File: config.mk
export PLATFORM = sky130hd
export DESIGN_NAME = load_store_unit
export DESIGN_NICKNAME = d
export VERILOG_FILES = /design/src/rtl/lsu_pkg.sv /design/src/rtl/lsu_lane_align.sv /design/src/rtl/load_store_unit.sv
export SDC_FILE = /design/constraint.sdc
export NUM_CORES = 1
export LEC_CHECK = 0
export CAP_MARGIN = 30
export CORE_ASPECT_RATIO = 1.25
export CORE_MARGIN = 1.5
export CORE_UTILIZATION = 41
export CTS_CLUSTER_DIAMETER = 150
export DETAILED_ROUTE_END_ITERATION = 8
export GPL_ROUTABILITY_DRIVEN = 0
export HOLD_SLACK_MARGIN = 0.12
export PLACE_DENSITY = 0.71
export SLEW_MARGIN = 25
export SYNTH_ARGS = -nofsm -noshare
export SYNTH_HDL_FRONTEND = slang
export SYNTH_SLANG_ARGS = --single-unit
export TNS_END_PERCENT = 1
File: constraint.sdc
create_clock -name clk -period 3.38 [get_ports clk]
set_clock_uncertainty 0.05 [all_clocks]
set_input_delay 0.338 -clock clk [delete_from_list [all_inputs] [get_ports clk]]
set_output_delay 0.338 -clock clk [all_outputs]
set_load 0.005 [all_outputs]
File: src/rtl/lsu_pkg.sv
// Shared definitions for the load/store unit: request op codes, FSM states,
// access sizes and the big-endian lane constants used by the lane aligner.
package lsu_pkg;

  typedef enum logic [2:0] {
    OP_LW  = 3'd0,
    OP_LH  = 3'd1,
    OP_LHU = 3'd2,
    OP_LB  = 3'd3,
    OP_LBU = 3'd4,
    OP_SW  = 3'd5,
    OP_SH  = 3'd6,
    OP_SB  = 3'd7
  } lsu_op_e;

  typedef enum logic [2:0] {
    ST_IDLE,
    ST_RD,
    ST_EXT,
    ST_MERGE,
    ST_WR
  } lsu_state_e;

  typedef enum logic [1:0] {
    SZ_BYTE,
    SZ_HALF,
    SZ_WORD
  } lsu_size_e;

  localparam int LANES = 4;
  // Big-endian: byte offset 0 is bits [31:24]; the low half starts at offset 2.
  localparam logic [1:0] HALF_LO_OFF = 2'd2;

  function automatic lsu_size_e op_size(lsu_op_e op);
    case (op)
      OP_LW, OP_SW:         return SZ_WORD;
      OP_LH, OP_LHU, OP_SH: return SZ_HALF;
      default:              return SZ_BYTE;
    endcase
  endfunction

  function automatic logic op_is_store(lsu_op_e op);
    return (op == OP_SW) || (op == OP_SH) || (op == OP_SB);
  endfunction

  function automatic logic op_is_signed(lsu_op_e op);
    return (op == OP_LH) || (op == OP_LB);
  endfunction

  function automatic logic misaligned(lsu_op_e op, logic [1:0] off);
    case (op_size(op))
      SZ_WORD: return off != 2'd0;
      SZ_HALF: return off[0];
      default: return 1'b0;
    endcase
  endfunction

endpackage

File: src/rtl/lsu_lane_align.sv
// Combinational big-endian lane logic: extracts a byte/half/word with sign or
// zero extension, and merges store data into the selected lanes of a word.
module lsu_lane_align
  import lsu_pkg::*;
(
  input  logic [31:0] word,
  input  logic [1:0]  offset,
  input  lsu_size_e   size,
  input  logic        is_signed,
  input  logic [31:0] data,
  output logic [31:0] extracted,
  output logic [31:0] merged
);

  logic [7:0]  lanes [LANES];
  logic        half_lo;
  logic [7:0]  byte_val;
  logic [15:0] half_val;

  // Halfword ops only look at offset bit 1, which truncates odd addresses.
  assign half_lo = (offset & HALF_LO_OFF) != 2'd0;

  genvar gi;
  generate
    for (gi = 0; gi < LANES; gi++) begin : g_lane
      localparam logic [1:0] LANE = 2'(gi);
      logic       hit;
      logic [7:0] ins;

      assign lanes[gi] = word[31-8*gi -: 8];

      always_comb begin
        hit = 1'b1;
        ins = data[31-8*gi -: 8];
        unique case (size)
          SZ_BYTE: begin
            hit = (offset == LANE);
            ins = data[7:0];
          end
          SZ_HALF: begin
            hit = (LANE[1] == half_lo);
            ins = LANE[0] ? data[7:0] : data[15:8];
          end
          default: ;
        endcase
      end

      assign merged[31-8*gi -: 8] = hit ? ins : lanes[gi];
    end
  endgenerate

  always_comb begin
    byte_val = lanes[offset];
    half_val = half_lo ? word[15:0] : word[31:16];
    unique case (size)
      SZ_BYTE: extracted = {{24{is_signed & byte_val[7]}}, byte_val};
      SZ_HALF: extracted = {{16{is_signed & half_val[15]}}, half_val};
      default: extracted = word;
    endcase
  end

endmodule

File: src/rtl/load_store_unit.sv
// Load/store unit driving a big-endian, registered-read data memory; sub-word
// stores are read-modify-write. Define LSU_ALIGN_CHECK_EN to reject misaligned ops.
module load_store_unit
  import lsu_pkg::*;
(
  input  logic        clk,
  input  logic        rst_n,
  input  logic        req_valid,
  output logic        req_ready,
  input  logic [2:0]  req_op,
  input  logic [31:0] req_addr,
  input  logic [31:0] req_wdata,
  output logic        resp_valid,
  output logic [31:0] resp_rdata,
  output logic        resp_err,
  output logic        memRead,
  output logic        memWrite,
  output logic [31:0] address,
  output logic [31:0] writeData,
  input  logic [31:0] readData
);

  lsu_state_e  state_reg, state_next;
  lsu_op_e     op_reg, op_next;
  logic [1:0]  off_reg, off_next;
  logic [31:0] wdata_reg, wdata_next;
  logic        err_reg, err_next;
  logic        mem_read_reg, mem_read_next;
  logic        mem_write_reg, mem_write_next;
  logic [31:0] address_reg, address_next;
  logic [31:0] write_data_reg, write_data_next;
  logic        resp_valid_reg, resp_valid_next;
  logic [31:0] resp_rdata_reg, resp_rdata_next;
  logic        resp_err_reg, resp_err_next;

  lsu_op_e     in_op;
  logic        accept;
  logic        in_misaligned;
  lsu_size_e   cur_size;
  logic        cur_signed;
  logic [31:0] extracted;
  logic [31:0] merged;

  assign in_op      = lsu_op_e'(req_op);
  assign req_ready  = (state_reg == ST_IDLE);
  assign accept     = req_valid && req_ready;
  assign cur_size   = op_size(op_reg);
  assign cur_signed = op_is_signed(op_reg);

`ifdef LSU_ALIGN_CHECK_EN
  assign in_misaligned = misaligned(in_op, req_addr[1:0]);
`else
  assign in_misaligned = 1'b0;
`endif

  lsu_lane_align u_align (
    .word      (readData),
    .offset    (off_reg),
    .size      (cur_size),
    .is_signed (cur_signed),
    .data      (wdata_reg),
    .extracted (extracted),
    .merged    (merged)
  );

  always_ff @(posedge clk) begin
    if (!rst_n) begin
      state_reg      <= ST_IDLE;
      op_reg         <= OP_LW;
      off_reg        <= '0;
      wdata_reg      <= '0;
      err_reg        <= 1'b0;
      mem_read_reg   <= 1'b0;
      mem_write_reg  <= 1'b0;
      address_reg    <= '0;
      write_data_reg <= '0;
      resp_valid_reg <= 1'b0;
      resp_rdata_reg <= '0;
      resp_err_reg   <= 1'b0;
    end else begin
      state_reg      <= state_next;
      op_reg         <= op_next;
      off_reg        <= off_next;
      wdata_reg      <= wdata_next;
      err_reg        <= err_next;
      mem_read_reg   <= mem_read_next;
      mem_write_reg  <= mem_write_next;
      address_reg    <= address_next;
      write_data_reg <= write_data_next;
      resp_valid_reg <= resp_valid_next;
      resp_rdata_reg <= resp_rdata_next;
      resp_err_reg   <= resp_err_next;
    end
  end

  // A rejected request parks in EXT for one cycle so its error response
  // lands one edge after acceptance without touching memory.
  always_comb begin
    state_next = state_reg;
    unique case (state_reg)
      ST_IDLE: begin
        if (accept) begin
          if (in_misaligned)        state_next = ST_EXT;
          else if (in_op == OP_SW)  state_next = ST_WR;
          else                      state_next = ST_RD;
        end
      end
      ST_RD:    state_next = op_is_store(op_reg) ? ST_MERGE : ST_EXT;
      ST_MERGE: state_next = ST_WR;
      default:  state_next = ST_IDLE;
    endcase
  end

  always_comb begin
    op_next         = op_reg;
    off_next        = off_reg;
    wdata_next      = wdata_reg;
    err_next        = err_reg;
    mem_read_next   = 1'b0;
    mem_write_next  = 1'b0;
    address_next    = address_reg;
    write_data_next = write_data_reg;
    resp_valid_next = 1'b0;
    resp_rdata_next = resp_rdata_reg;
    resp_err_next   = 1'b0;
    unique case (state_reg)
      ST_IDLE: begin
        if (accept) begin
          op_next    = in_op;
          off_next   = req_addr[1:0];
          wdata_next = req_wdata;
          err_next   = in_misaligned;
          if (!in_misaligned) begin
            address_next   = {req_addr[31:2], 2'b00};
            mem_read_next  = (in_op != OP_SW);
            mem_write_next = (in_op == OP_SW);
            if (in_op == OP_SW) write_data_next = req_wdata;
          end
        end
      end
      ST_EXT: begin
        resp_valid_next = 1'b1;
        resp_err_next   = err_reg;
        resp_rdata_next = err_reg ? 32'd0 : extracted;
      end
      ST_MERGE: begin
        mem_write_next  = 1'b1;
        write_data_next = merged;
      end
      ST_WR: begin
        resp_valid_next = 1'b1;
        resp_rdata_next = 32'd0;
      end
      default: ;
    endcase
  end

  assign memRead    = mem_read_reg;
  assign memWrite   = mem_write_reg;
  assign address    = address_reg;
  assign writeData  = write_data_reg;
  assign resp_valid = resp_valid_reg;
  assign resp_rdata = resp_rdata_reg;
  assign resp_err   = resp_err_reg;

endmodule

==> results of run 1 <==
## metrics by stage
stage                     setup WS, ns  power, W
after global placement           0.691   0.00253
after global routing             0.605   0.00491
after CTS                        0.783   0.00476
after floorplan                   1.30   0.00217
final                            0.730   0.00474
after detailed placement         0.651   0.00254
## per-layer routing
metal / up-vias / part of all wire [%] / routed length, µm / track usage [%]
li1: 3074 / - / - / -
met1: 2995 / 40 / 8790 / 32.7
met2: 305 / 48 / 10600 / 46.2
met3: 67 / 7.7 / 1710 / 7.74
met4: 0 / 4.5 / 981 / 14.4
met5: - / 0 / 0 / 0
## final cells by class
cell class / count / area [µm²]
fillers: 1345 / 5930
multi-input cells: 577 / 3210
flip-flops and latches: 137 / 2740
repair buffers: 214 / 2130
clock buffers: 20 / 467
clock inverters: 12 / 243
well taps: 182 / 228
inverters: 2 / 7.51
## kinds of logic (layout without fill, tap and decap cells)
group	after synthesis	after routing
AO/OA/AOI/OAI	215	215
XOR/XNOR	1	1
buffers and inverters	70	248
flip-flops	137	137
multiplexers	20	20
other	1	3
AND/OR/NAND/NOR	338	338
## power by group through the flow
stage          combinational [W]  sequential, W  clock [W]
3_3_place_gp            0.000735        0.00180          0
3_5_place_dp            0.000740        0.00180          0
2_1_floorplan           0.000390        0.00178          0
5_1_grt                 0.000808        0.00178    0.00232
6_report                0.000746        0.00177    0.00223
4_1_cts                 0.000744        0.00177    0.00225
## how the worst max path moves through the flow
stage | end | slack [ns] | cells past startpoint
finish | resp_rdata[1] | 0.73 | 5
global placement | resp_rdata[16] | 0.69 | 7
global route | resp_rdata[1] | 0.60 | 5
CTS | resp_rdata[0] | 0.78 | 5
floorplan | resp_rdata[23] | 1.30 | 7
detailed placement | resp_rdata[20] | 0.65 | 7
## cells in the final DEF (no fill, tap or decap), drive strengths merged, types with 12 or more instances in the layout
master and instances:
dfxtp 137, nor3 17, o221ai 13, and3 17
a2bb2oi 16, mux2i 12, buf 15, or3 17
a211oi 19, o21ai 27, nand2 188, nor2 77
clkdlybuf4s50 199, a21oi 75, clkbuf 20, o211ai 19
## critical path: stages (launching register included)
cell	delay [ns]
sky130_fd_sc_hd__dfxtp_1	0.51
sky130_fd_sc_hd__nor3b_2	0.50
sky130_fd_sc_hd__nand2_1	0.48
sky130_fd_sc_hd__nor2_1	0.49
sky130_fd_sc_hd__o221ai_1	0.27
sky130_fd_sc_hd__o221ai_1	0.25
==> results.md, run 1 <==
- Setup repair after global routing left no endpoint under its margin.
- The detailed-route wire length per cell is 19.3 µm.
- After synthesis, the cell types taking the most area are sky130_fd_sc_hd__dfxtp_1 (44%), sky130_fd_sc_hd__nand2_1 (11%), sky130_fd_sc_hd__a21oi_1 (6.0%).
- Summing the areas of all fa, ha and maj instances in the mapped netlist gives 0% of the synthesized area.
- The violation count after the first detailed-route iteration is 540.
- Once placement finished, the instance area stood at 0.00832 mm².
- Entering global routing, the biggest net connects 70 pins.
- The number of cells in the design after placement is 1112.
- The total number of H-tree levels is 4.
- After synthesis, the largest family of logic cells by area is compound AO/OA/AOI/OAI gates.
- The part of the Yosys area used for sequential elements is 43.9%.
- The finished layout holds 1144 standard cells, fillers aside.
- The DRC violation count after routing is 0.
- The worst slew margin relative to its limit is 48.5%.
- The leftover overflow at the end of global routing is 0.
- The CTS root buffer is sky130_fd_sc_hd__clkbuf_16.
- The initial antenna violation count is 0.
- At the worst endpoint, the arrival time is 2.93 ns.
- The worst hold path passes through 2 cells.
- The worst setup path is launched from a flop.
- Summing over every cut layer, the via total after detailed routing is 6441.
- The internal power component is 0.00359 W.
- Counting flops with an async set or reset pin after synthesis yields a share of 0%.
- The leakage power of the design is 3.42 nW.
- The number of buffers added for setup after CTS is 0.
- The row count is 50.
- The number of clock sinks is 137.
- Synthesis produced a netlist whose cell count is 782.
- By count the netlist is led by sky130_fd_sc_hd__nand2_1 (188), sky130_fd_sc_hd__dfxtp_1 (137), sky130_fd_sc_hd__nor2_1 (76), sky130_fd_sc_hd__a21oi_1 (75), sky130_fd_sc_hd__clkbuf_1 (48).
- The maximum achievable frequency is 377 MHz.
- The max-cap violation count is 0.
- The final-report max-slew violation count is 0.
- The aggregate global-route resource usage is 27.8%.
- The critical setup path kind is flop to flop.
- Among all cell types in the netlist, the one instantiated most often is sky130_fd_sc_hd__nand2_1.
- The final non-filler cell area is 0.00903 mm².
- The count of cells along the worst register-to-register path is 5.
- The count of buffers inserted at the top-level ports is 199.
- The capture endpoint of the worst hold path is address[11].
- The worst-case IR drop observed on VDD is 0.323 mV.
- The final worst-path cycle share is 78.4%.
- The fraction of power spent switching nets is 24.4%.
- The area share of and/or/nand/nor cells after synthesis is 23.3%.
- The via count of the first global-routing pass is 6262.
- The routed design could run at a clock period as short as 2.65 ns.
- The leading register cell type out of synthesis is sky130_fd_sc_hd__dfxtp_1.
- The worst reg2reg path startpoint is state_reg[1].
- The hold path startpoint is address[11].
- The run finished with clean final reports.
- The data required time at the worst endpoint is 3.66 ns.
- The floorplan step defined a core boundary enclosing 0.0150 mm².
- The cell area after technology mapping is 0.00624 mm².
- Once the clock tree was built, the resizer swapped 0 gates to a different size.
- Synthesis inferred 137 register bits.
- Summing the areas of all compound-gate instances in the mapped netlist gives 24.1% of the synthesized area.
- The clock network latency to the later pin of the worst-skew pair is 0.42 ns.
- The initial utilization of the core area, before any placement, comes to 41.8%.
- Buffers inserted to repair hold after CTS numbered 0.
- In this run the mean area of a mapped cell was 7.99 µm².
- Relative to the synthesized area, the layout overhead comes to 44.5%.
- The final count of hold timing violations is 0.
- The repair_antennas step left the layout with diodes totalling 0.
- The first global-routing pass estimated 34.2 mm of wire.
- The net switching power is 0.00115 W.
- The synthesized design spends more area on one cell type than any other, namely sky130_fd_sc_hd__dfxtp_1.
- The synthesized netlist devotes 0.140% of its cell area to XOR and XNOR gates.
- In this run the power density over the cells is 525 mW/mm².
- The TritonCTS clock tree is built.
- Cells fill 60.4% of the core in the end.
- The fraction of synthesized area in multiplexers is 3.55%.
- Setup slack on the worst reg-to-reg path comes out at 0.73 ns.
- Of all nets on the critical path, the largest fanout is 15.
- Dividing the detail-routed via count by the number of cells gives 5.63.
- The floorplan step defined a die boundary enclosing 0.0160 mm².
- The worst hold-check slack is 0.401 ns.
- After detailed routing, the total wire length is 22.0 mm.
- Of the post-synthesis cell area, the dominant cell type holds 43.9%.
- The die boundary width is 113 µm.
- The post-detailed-route count of antenna-violating nets is 0.
- The count of different cell masters after synthesis is 51.
- Tracing the worst setup path back leads to its startpoint at state_reg[1].
- Before antenna repair, the detailed router went through 5 iterations.
- The share of cells above drive strength 1 is 6.86%.
- Of the total power, registers draw 37.3%.
- The combinational fraction of design power is 15.7%.
- STA classifies the critical path endpoint as a flop.
- The clock network accounts for 47.0% of the total power.
- Adding up every negative setup slack in the final design gives 0 ns.
- The total of endpoints with negative setup slack in the final report is 0.
- The synthesized design contains 0 enable-type register cells.
- Once detailed placement completed, the half-perimeter wirelength came to 15.3 mm.
- Yosys printed 0 warnings.
- The worst register-to-register path ends at resp_rdata[1].
- The number of buffers between clock root and the deepest sink is 2.
- The transition time of the tightest slew-check pin is 0.772 ns.
- In this run the count of I/O pins placed on the die edge is 203.
- The number of buffers created by CTS is 17.
- The min-delay analysis places its worst path in the category flop to flop.
- From bottom edge to top edge, the die measures 141 µm.
- The number of nets in the final layout is 1051.
- Clock-pin slew was measured on the worst setup and hold paths at 0.06 ns.
Power figures use the tool's default switching activity.
==> inputs of run 2 (changes only) <==
Clock period 3.38 ns to 2.8 ns, I/O delays scaled along.
==> results.md, run 2 (same netlist as run 1, synthesis figures left out) <==
- The total of endpoints with negative setup slack in the final report is 0.
- Counting every sink on the clock net gives 137.
- Timing analysis after detailed placement gives a worst setup slack of 0.315 ns.
- For this run, design rule violations remaining after detail routing come to 0.
- The tree is rooted in a sky130_fd_sc_hd__clkbuf_16.
- The count of buffers inserted at the top-level ports is 199.
- The number of antenna diodes is 0.
- The path class of the tightest hold or removal check is input port to flop.
- STA classifies the critical path endpoint as a flop.
- The critical setup path kind is flop to flop.
- Along the worst hold path, the cell count comes to 3.
- The signal arrival time at the worst endpoint is 2.59 ns.
- The overall die height is 141 µm.
- Among the stages of the critical path, the cell type that occurs most often is sky130_fd_sc_hd__nor2_1.
- Global routing consumed, over all layers together, 28.0% of the routing resources.
- The final worst-path cycle share is 81.3%.
- The floorplan step defined a die boundary enclosing 0.0160 mm².
- Post-CTS repair changed the size of 0 cells.
- The total negative slack for setup checks is 0 ns.
- The count of cells along the worst register-to-register path is 6.
- Counting along the longest clock path gives a buffer depth of 2.
- The initial antenna violation count came to 0.
- The worst path needs 2.28 ns of the cycle, external delays included.
- For this design the ratio of total power to cell area is 595 mW/mm².
- The post-detailed-route count of antenna-violating nets is 0.
- The die is 113 µm wide.
- The detailed-placement wirelength estimate is 15.7 mm.
- The transition time of the tightest slew-check pin is 0.730 ns.
- In the routed layout, each cell is associated on average with a via count of 5.57.
- The startpoint type of the worst setup path is a flop.
- The violation count after the first detailed-route iteration is 526.
- Setup slack on the critical path of the routed design comes to 0.522 ns.
- Among all stages on the critical path, the largest delay is contributed by sky130_fd_sc_hd__or3_1.
- The maximum VDD drop is 0.396 mV.
- The final route contains 6458 vias.
- The maximum achievable frequency is 439 MHz.
- Counting the buffers created by CTS gives 17.
- For this run, the slowest stage of the critical path takes 0.55 ns.
- The signal on the critical path passes through nor2b_1 -> or3_1 -> buf_4 -> nor2_1 -> a2bb2oi_2 -> nor2_1.
- The core region is 0.0150 mm².
- The max-cap violation count is 0.
- In the layout the commonest cells are sky130_fd_sc_hd__clkdlybuf4s50_1 (199), sky130_fd_sc_hd__nand2_1 (188), sky130_fd_sc_hd__dfxtp_1 (137).
- The worst pin sits at a relative slew slack of 51.3%.
- The internal reg-to-reg setup slack is 0.52 ns.
- Clock-pin slew was measured on the worst setup and hold paths at 0.06 ns.
- The share of cells above drive strength 1 is 8.29%.
- The via count of the first global-routing pass came to 6274.
- Fill cells in the final layout number 1352.
- The final count of hold timing violations was 0.
- The clock network latency to the later pin of the worst-skew pair is 0.43 ns.
- After clock tree synthesis, the setup repair step added 0 buffers.
- The H-tree generated during clock tree synthesis spans 4 levels.
- The first global-routing pass estimated 34.4 mm of wire.
- Row generation in the floorplan step produced 50 rows.
- The net count of the finished layout is 1066.
- The routed design has 22.0 mm of wire.
- For this run, the detailed router's first-pass iteration total came to 5.
- 203 I/O pins were placed.
- The detailed-route wire length per cell is 19.0 µm.
- The leakage power of the design is 3.44 nW.
- The synthesis-to-finish area growth is 45.0%.
- The filler-free cell count of the finished design is 1159.
- The total overflow left after global routing is 0.
- The final-report max-slew violation count is 0.
- Leaving out fill and tap cells, the most frequent cell in the layout is sky130_fd_sc_hd__clkdlybuf4s50_1.
- Setup repair after global routing left no endpoint under its margin.
- Including well taps, the total number of placed cells is 1127.
- The largest fanout on the critical path is 17.
- The capture endpoint of the worst hold path is address[16].
- The worst register-to-register path begins at op_reg[0].
- The maximum number of pins on one net before global-route repair is 68.
- The TritonCTS clock tree is built.
- The worst register-to-register path ends at resp_rdata[22].
- The starting density of the core is 41.8%.
- The post-cts hold buffer count is 0.
- The run finished with clean final reports.
- STA puts the critical path data required time at 3.11 ns.
- The hold path startpoint is req_addr[16].
-- run 2: report_power, final --
group          internal [W]  switching (W)
Sequential          0.00205      0.0000802
Clock               0.00146       0.000866
Combinational      0.000461       0.000460
-- run 2: final cells by class --
cell class / instances / area (µm²) / area share [%]
multi-input cells: 577 / 3210 / 35.4
flip-flops and latches: 137 / 2740 / 30.3
repair buffers: 229 / 2250 / 24.9
clock buffers: 20 / 467 / 5.15
well taps: 182 / 228 / 2.51
clock inverters: 12 / 146 / 1.62
inverters: 2 / 7.51 / 0.0829
-- run 2: critical path, delay by kind of cell, from the launching register on --
kind	cells	cell delay, ns
flops	1	0.52
simple gates	4	1.14
buf+inv	1	0.34
compound gates	1	0.16
-- run 2: worst max-delay path by stage --
stage               startpoint              to
floorplan           off_reg[1]  resp_rdata[23]
global placement     req_valid    writeData[7]
detailed placement   req_valid    writeData[9]
CTS                  op_reg[0]  resp_rdata[23]
global route         op_reg[0]  resp_rdata[31]
finish               op_reg[0]  resp_rdata[22]
-- run 2: metrics by stage --
stage                     hold WS [ns]  utilization, %  total power, W  cell area [µm²]
after floorplan                  0.366               -         0.00262             6250
after global placement           0.387            56.4         0.00308             8430
after detailed placement         0.394            56.5         0.00309             8440
after CTS                        0.329            60.6         0.00541             9050
after global routing             0.352            60.6         0.00559             9050
final                            0.340            60.6         0.00538             9050
-- run 2: layer usage --
metal,vias to the layer above,wire length (µm),global-route usage (%)
li1,3102,-,-
met1,3003,8940,34.0
met2,298,10700,46.3
met3,55,1660,7.61
met4,0,697,12.6
met5,-,0,0
